===== src/rtl/pcie_reset_seq.sv =====
`default_nettype none
// +--------------------------------------------------------------------------+
// | pcie_reset_seq : PLL-gated PCIe bring-up sequencer with hold/train/retry |
// | Revision 1.0                                                             |
// +--------------------------------------------------------------------------+
module pcie_reset_seq #(
  parameter int HOLD_CYCLES  = 64,
  parameter int LINK_TIMEOUT = 4096,
  parameter int DEBOUNCE     = 4
) (
  input  logic       clk,
  input  logic       rst_n,
  input  logic       pll_locked,
  input  logic       link_up,
  input  logic       retrain_req,
  output logic       pcie_rst_n,
  output logic       clk_gate,
  output logic       ready,
  output logic [1:0] state,
  output logic [7:0] retry_cnt
);

  typedef enum logic [1:0] {
    S_IDLE  = 2'd0,
    S_HOLD  = 2'd1,
    S_TRAIN = 2'd2,
    S_UP    = 2'd3
  } state_t;

  localparam logic [15:0] HOLD_LAST    = 16'(HOLD_CYCLES - 1);
  localparam logic [15:0] TIMEOUT_LAST = 16'(LINK_TIMEOUT - 1);
  localparam logic [15:0] DEB_LAST     = 16'(DEBOUNCE - 1);

  state_t      cur_state;
  state_t      nxt_state;
  logic [15:0] cnt;
  logic [15:0] cnt_nxt;
  logic [15:0] deb;
  logic [15:0] deb_nxt;
  logic [7:0]  retry_nxt;
  logic [7:0]  retry_sat;

  assign retry_sat = (retry_cnt == 8'hFF) ? retry_cnt : retry_cnt + 8'd1;

  always_ff @(posedge clk) begin
    if (!rst_n) begin
      cur_state <= S_IDLE;
      cnt       <= 16'd0;
      deb       <= 16'd0;
      retry_cnt <= 8'd0;
    end else begin
      cur_state <= nxt_state;
      cnt       <= cnt_nxt;
      deb       <= deb_nxt;
      retry_cnt <= retry_nxt;
    end
  end

  always_comb begin
    nxt_state = cur_state;
    cnt_nxt   = cnt;
    deb_nxt   = deb;
    retry_nxt = retry_cnt;
    case (cur_state)
      S_IDLE: begin
        if (pll_locked) begin
          nxt_state = S_HOLD;
          cnt_nxt   = 16'd0;
        end
      end
      S_HOLD: begin
        if (!pll_locked) begin
          nxt_state = S_IDLE;
        end else if (cnt == HOLD_LAST) begin
          nxt_state = S_TRAIN;
          cnt_nxt   = 16'd0;
          deb_nxt   = 16'd0;
        end else begin
          cnt_nxt = cnt + 16'd1;
        end
      end
      S_TRAIN: begin
        // Qualification is tested before timeout so it wins a tie.
        if (!pll_locked) begin
          nxt_state = S_IDLE;
        end else if (link_up && (deb == DEB_LAST)) begin
          nxt_state = S_UP;
        end else if (cnt == TIMEOUT_LAST) begin
          nxt_state = S_HOLD;
          cnt_nxt   = 16'd0;
          retry_nxt = retry_sat;
        end else begin
          cnt_nxt = cnt + 16'd1;
          deb_nxt = link_up ? deb + 16'd1 : 16'd0;
        end
      end
      S_UP: begin
        if (!pll_locked) begin
          nxt_state = S_IDLE;
        end else if (!link_up || retrain_req) begin
          nxt_state = S_HOLD;
          cnt_nxt   = 16'd0;
          retry_nxt = retry_sat;
        end
      end
      default: nxt_state = S_IDLE;
    endcase
  end

  assign state      = cur_state;
  assign pcie_rst_n = (cur_state == S_TRAIN) || (cur_state == S_UP);
  assign clk_gate   = (cur_state != S_IDLE);
  assign ready      = (cur_state == S_UP);

endmodule
`default_nettype wire


===== config.mk =====
export PLATFORM = sky130hd
export DESIGN_NAME = pcie_reset_seq
export DESIGN_NICKNAME = d
export VERILOG_FILES = /design/src/rtl/pcie_reset_seq.sv
export SDC_FILE = /design/constraint.sdc
export NUM_CORES = 1
export LEC_CHECK = 0
export CORE_MARGIN = 10
export CORE_UTILIZATION = 40
export DETAILED_ROUTE_END_ITERATION = 12
export MAX_ROUTING_LAYER = met4
export PLACE_DENSITY = 0.64
export SLEW_MARGIN = 20
export SYNTH_ARGS = -nofsm -noshare
export SYNTH_HDL_FRONTEND = slang
export SYNTH_SLANG_ARGS = --single-unit

===== constraint.sdc =====
create_clock -name clk -period 4.5 [get_ports clk]
set_input_delay 1.125 -clock clk [delete_from_list [all_inputs] [get_ports clk]]
set_output_delay 1.125 -clock clk [all_outputs]
set_load 0.02 [all_outputs]

==> results of run 1 <==
## final cells by class
| type | count | area [um^2] |
|---|---|---|
| flip-flops and latches | 42 | 841 |
| well taps | 75 | 93.8 |
| repair buffers | 19 | 185 |
| inverters | 12 | 45.0 |
| clock buffers | 6 | 82.6 |
| multi-input cells | 226 | 1540 |
| fillers | 615 | 3240 |
## power by group through the flow
stage / Combinational [mW] / Sequential (mW) / Clock, mW
3_5_place_dp: 0.150 / 0.392 / 0
3_3_place_gp: 0.148 / 0.392 / 0
5_1_grt: 0.170 / 0.384 / 0.270
4_1_cts: 0.150 / 0.383 / 0.255
2_1_floorplan: 0.107 / 0.394 / 0
6_report: 0.152 / 0.383 / 0.247
## metrics by stage
stage	worst slack (ns)	instance area [um^2]
after global placement	0.686	2690
final	1.03	2780
after floorplan	1.86	2510
after detailed placement	0.609	2690
after CTS	0.930	2770
after global routing	0.899	2780
## cells in the final DEF (no fill, tap or decap), drive strengths merged, types with 3 or more instances in the layout
master / Yosys / layout
a2111oi: 3 / 3
a211oi: 10 / 10
a21oi: 26 / 26
and2: 3 / 3
and3: 4 / 4
and4: 5 / 5
clkbuf: 9 / 6
clkdlybuf4s50: 0 / 17
dfxtp: 42 / 42
ha: 8 / 8
inv: 12 / 12
nand2: 20 / 20
nand3: 16 / 16
nand4: 12 / 12
nor2: 6 / 6
nor3: 14 / 14
nor4: 8 / 8
nor4b: 3 / 3
o21ai: 7 / 7
o31ai: 19 / 19
or3: 6 / 6
or4: 16 / 16
xnor2: 11 / 11
## worst max path at each step
stage              from    endpoint  slack (ns)
6_report       state[0]  pcie_rst_n        1.03
5_1_grt        state[0]  pcie_rst_n        0.90
4_1_cts         link_up      deb[7]        0.93
3_5_place_dp    link_up      deb[4]        0.61
3_3_place_gp    link_up      deb[4]        0.69
2_1_floorplan   link_up      deb[8]        1.86
## cell usage after synthesis (all sizes together) (3+ instances only)
| cell | count |
|---|---|
| dfxtp | 42 |
| a21oi | 26 |
| nand2 | 20 |
| o31ai | 19 |
| nand3 | 16 |
| or4 | 16 |
| nor3 | 14 |
| inv | 12 |
| nand4 | 12 |
| buf | 11 |
| xnor2 | 11 |
| a211oi | 10 |
| clkbuf | 9 |
| ha | 8 |
| nor4 | 8 |
| o21ai | 7 |
| nor2 | 6 |
| or3 | 6 |
| and4 | 5 |
| and3 | 4 |
| a2111oi | 3 |
| and2 | 3 |
| nor4b | 3 |
## cell families (layout without fill, tap and decap cells)
kind of cell / count (synthesis) / in the layout / share of synthesized area [%]
and+or+nand+nor: 125 / 125 / 30.4
AOI/OAI and AO/OA: 80 / 80 / 21.8
DFF: 42 / 42 / 33.4
buffers and inverters: 32 / 37 / 5.82
xor gates and xnor gates: 11 / 11 / 3.83
adders and majority gates: 8 / 8 / 3.98
muxes: 2 / 2 / 0.796
## registers in the layout (all words and copies together), names as in the netlist
register	flops
retry_cnt	8
state	2
deb	16
cnt	16
## critical path, delay by kind of cell, from the launching register on
kind / cells / cell delay [ns]
buffers and inverters: 2 / 0.77
adder cells (fa/ha/maj): 1 / 0.68
flip-flops: 1 / 0.34
AND/OR/NAND/NOR: 1 / 0.25
## per-layer routing
metal / global-route usage, % / routed length (um) / vias to the layer above
met5: - / 0 / -
met4: 5.73 / 79 / 0
met3: 2.49 / 247 / 8
met2: 20.2 / 2950 / 55
met1: 15.0 / 2850 / 1121
li1: - / - / 1170
==> flow_summary_export.csv, run 1 <==
group,metric,value,unit
synth,synthFlopType,"dfxtp_1",
routing,avgRoutedWirePerCell,16.1,um
cts,cts_tree,"done",
placed_design,dpl.hpwl,4240,um
critical_path,cp_cell_sequence,"inv_1 -> ha_1 -> or2_2 -> clkdlybuf4s50_1",
critical_path,cp-start-kind,"flip-flop",
synth,yosysWarnings,0,
cts,numClockSinks,42,
routing,viasPerCell,6.19,
sta,fin_crit_sh,77.0,%
hold_path,hold_class,"flip-flop to flip-flop",
sta,tightest_slew,0.761,ns
power_and_ir_drop,p_sw,0.236,mW
critical_path,reg2reg_to,"deb[10]",
sta,fin_skew,0.00879,ns
synth,avgSynthCellArea,8.38,um^2
grt,grt_max_degree,34,
floorplanning,dieArea,9850,um^2
critical_path,slowest_stage,"ha_1",
synth,synth_cells,300,
hold_path,min_path_cells,2,
sta,setup_tns,0,ns
floorplanning,row_count,28,
run_status,status,"completed",
synth,yosysTopAreaCell,"dfxtp_1",
power_and_ir_drop,intPower,0.547,mW
floorplanning,core_area,6030,um^2
critical_path,cp-end-kind,"output port",
floorplanning,start_util,41.7,%
power_and_ir_drop,pwr-share-clk,31.6,%
placed_design,dp_cells,374,
critical_path,reg2regPathDepth,6,
cts,path_clk_slew,0.08,ns
synth,async_reset_ff_share,0,%
cells_and_area,drive_above_1_share,5.90,%
synth,netlist.area_leader.share,33.4,%
sta,period_minus_slack,3.47,ns
critical_path,crit_type,"flip-flop to output port",
placed_design,io_buffers,17,
synth,synth_fp_nets,313,
critical_path,arrival,2.34,ns
hold_path,hp-start,"retry_cnt[5]",
cts,clockRootBuffer,"clkbuf_8",
grt,grt_pass1_wl,10400,um
sta,slew_headroom,49.3,%
power_and_ir_drop,seqPwrFrac,49.0,%
synth,synth-edff-count,0,
sta,setup_viol,0,
power_and_ir_drop,ir_worst_vdd,131,uV
cells_and_area,syn2layout_area_growth,10.7,%
routing,ant_nets,0,
cts,clk_latency,0.30,ns
critical_path,cpPeakStageDelay,0.68,ns
grt,grt_pass1_vias,2194,
cells_and_area,finalNetCount,319,
placed_design,gp_congestion,0.903,
cts,htree_levels,2,
job,maxCapViolations,0,
sta,slew_viol_final,0,
power_and_ir_drop,p_comb_share,19.5,%
grt,track_usage,12.7,%
cells_and_area,fin_cells,380,
synth,ys_types,52,
sta,hold_viol,0,
grt,antenna_found_initial,0,
routing,drt_iter0_drc,217,
power_and_ir_drop,power,0.783,mW
hold_path,hold_path_end,"retry_cnt[5]",
routing,finalWirelength,6130,um
sta,rsz0062_at_grt,"no",
routing,drc_errors,0,
floorplanning,io_pins,18,
synth,yosysSeqAreaShare,33.4,%
routing,vias,2354,
critical_path,r2r-start,"state[0]",
synth,synthTopCellsByArea,"dfxtp_1 33%, o31ai_1 5.4%, a21oi_1 5.0%, or4_1 4.5%, ha_1 4.0%",
synth,ys_ff_latch,42,
floorplanning,die_h,99.3,um
cts,cts_hold_buf,0,
cts,cts_resized,0,
synth,syn_area,2510,um^2
cells_and_area,diodes,0,
floorplanning,die_x,99.3,um
critical_path,reg2reg_slack,1.76,ns
grt,gr-total-overflow,0,
power_and_ir_drop,power_density,281,nW/um^2
cts,cts_buffers,5,
power_and_ir_drop,p_sw_share,30.2,%
power_and_ir_drop,p_leak,0.801,nW
critical_path,worstPathRequired,3.38,ns
sta,hold_slack,0.486,ns
cells_and_area,fin_util,46.2,%
sta,fmax,289,MHz
cts,cts_setup_buffers,0,
critical_path,cp_max_fo,24,
routing,first_pass_iters,4,
cts,clock_path_buffers,2,
No activity file was read; power rests on OpenSTA's default activity.
==> run 2: changes to the inputs <==
==> constraint.sdc (replaced) <==
create_clock -name clk -period 3.2 [get_ports clk]
set_input_delay 0.8 -clock clk [delete_from_list [all_inputs] [get_ports clk]]
set_output_delay 0.8 -clock clk [all_outputs]
set_load 0.02 [all_outputs]
==> run 2 against run 1 <==
Largest power group unchanged. Sequential cell count unchanged. Hold slack improved by 0.0014 ns. Routed wire length shrank 0.42%. Critical path depth rose by 3. Cell count rose by 2.1%.
==> flow_summary_export.csv, run 2 (synthesized netlist as in run 1, its figures left out) <==
group,metric,value,unit
run_status,status,"completed",
hold_path,hp-start,"retry_cnt[6]",
cells_and_area,reg_top3,"cnt x16, deb x16, retry_cnt x8",
sta,rsz0062_at_grt,"no",
power_and_ir_drop,power_density,446,nW/um^2
placed_design,io_buffers,17,
routing,viasPerCell,6.04,
sta,fin_crit_sh,86.1,%
power_and_ir_drop,ir_worst_vdd,296,uV
critical_path,reg2reg_slack,0.80,ns
power_and_ir_drop,p_sw,0.348,mW
floorplanning,die_h,99.3,um
routing,ant_nets,0,
hold_path,hold_class,"flip-flop to flip-flop",
routing,drt_iter0_drc,119,
critical_path,reg2regPathDepth,7,
grt,grt_pass1_vias,2156,
cells_and_area,diodes,0,
cells_and_area,num-fill-cells,608,
critical_path,reg2reg_to,"retry_cnt[7]",
sta,fmax,363,MHz
cts,cts_tree,"done",
floorplanning,start_util,41.7,%
routing,first_pass_iters,5,
hold_path,hold_path_end,"retry_cnt[6]",
hold_path,min_path_cells,2,
cells_and_area,syn2layout_area_growth,15.0,%
sta,tightest_slew,0.757,ns
cts,clockRootBuffer,"clkbuf_8",
critical_path,arrival,2.98,ns
grt,grt_max_degree,33,
cts,clock_path_buffers,2,
sta,setup_viol,0,
critical_path,r2r-start,"deb[0]",
routing,avgRoutedWirePerCell,15.7,um
sta,setup_tns,0,ns
power_and_ir_drop,p_leak,0.860,nW
routing,drc_errors,0,
cts,cts_resized,0,
sta,period_minus_slack,2.76,ns
floorplanning,row_count,28,
critical_path,cp_max_fo,14,
sta,slew_headroom,49.5,%
power_and_ir_drop,p_comb_share,17.4,%
floorplanning,io_pins,18,
cells_and_area,final_common_cell,"dfxtp_1",
cts,numClockSinks,42,
critical_path,cp-start-kind,"primary input",
power_and_ir_drop,intPower,0.941,mW
sta,hold_viol,0,
critical_path,crit_type,"primary input to flip-flop",
cts,cts_buffers,5,
grt,grt_pass1_wl,10400,um
critical_path,cp-end-kind,"flip-flop",
floorplanning,die_x,99.3,um
grt,track_usage,12.6,%
floorplanning,core_area,6030,um^2
job,maxCapViolations,0,
routing,finalWirelength,6110,um
cts,clk_latency,0.30,ns
cells_and_area,multiInputGateArea,1540,um^2
cells_and_area,finalNetCount,325,
cells_and_area,seq_area,841,um^2
routing,vias,2345,
sta,fin_skew,0.00767,ns
power_and_ir_drop,pwr-share-clk,40.8,%
power_and_ir_drop,p_sw_share,27.0,%
sta,hold_slack,0.487,ns
placed_design,gp_congestion,0.793,
cells_and_area,final_cell_mix,"42 x dfxtp_1, 24 x a21oi_1, 20 x nand2_1",
power_and_ir_drop,seqPwrFrac,41.8,%
floorplanning,dieArea,9850,um^2
cts,htree_levels,2,
sta,slew_viol_final,0,
critical_path,worstPathRequired,3.42,ns
cts,path_clk_slew,0.08,ns
cts,cts_hold_buf,0,
cells_and_area,drive_above_1_share,8.63,%
grt,antenna_found_initial,0,
placed_design,dpl.hpwl,4280,um
grt,gr-total-overflow,0,
cts,cts_setup_buffers,0,
==> run 2: cell count changes in the layout (fill, tap and decap cells not counted), sizes merged <==
cell and delta:
buf +6, bufinv +2
==> run 2: final cells by class <==
type                    count  area share, %
clock buffers               6           2.86
clock inverters             2           2.08
multi-input cells         226           53.2
flip-flops and latches     42           29.1
repair buffers             25           7.96
inverters                  12           1.56
well taps                  75           3.25
==> run 2: worst max-delay path, stage by stage <==
cell,delay [ns]
clkdlybuf4s50_1,0.46
nor4b_1,0.17
and4_1,0.22
buf_4,0.16
a221o_1,0.50
or4_1,0.52
a21oi_1,0.14
==> run 2: routing by layer <==
layer / part of all wire [%] / track usage, % / up-vias
met5: 0 / - / -
met4: 0.70 / 3.86 / 0
met3: 3.2 / 2.63 / 7
met2: 48 / 20.2 / 38
met1: 48 / 15.4 / 1114
li1: - / - / 1186
==> run 2: metrics by stage <==
step | utilization, % | area [um^2] | cells | setup slack (ns) | power [mW]
after floorplan | - | 2510 | 300 | 0.889 | 0.705
after global placement | 45.4 | 2740 | 380 | 0.114 | 0.764
after detailed placement | 45.4 | 2740 | 380 | 0.0358 | 0.768
after CTS | 47.8 | 2880 | 388 | 0.349 | 1.29
after global routing | 48.0 | 2890 | 388 | 0.305 | 1.34
final | 48.0 | 2890 | 388 | 0.444 | 1.29
==> run 2: power groups by stage <==
stage / clock [mW] / sequential (mW) / combinational, mW
after floorplan: 0 / 0.555 / 0.151
after global placement: 0 / 0.551 / 0.213
after detailed placement: 0 / 0.551 / 0.216
after CTS: 0.536 / 0.539 / 0.218
after global routing: 0.558 / 0.541 / 0.244
final: 0.526 / 0.539 / 0.224
==> run 2: worst max path at each step <==
stage | from | endpoint | depth (start not counted)
2_1_floorplan | link_up | deb[8] | 7
3_3_place_gp | link_up | deb[6] | 6
3_5_place_dp | link_up | deb[10] | 6
4_1_cts | link_up | deb[1] | 6
5_1_grt | link_up | retry_cnt[7] | 7
6_report | link_up | retry_cnt[7] | 7
==> run 3: changes to the inputs <==
--- a/config.mk
+++ b/config.mk
@@ -7,6 +7,7 @@
 export LEC_CHECK = 0
 export CORE_MARGIN = 10
 export CORE_UTILIZATION = 40
+export CTS_CLUSTER_SIZE = 20
 export DETAILED_ROUTE_END_ITERATION = 12
 export MAX_ROUTING_LAYER = met4
 export PLACE_DENSITY = 0.64
==> results of run 3 <==
Same layout as run 2: the final DEF is identical, and so are final timing and power.
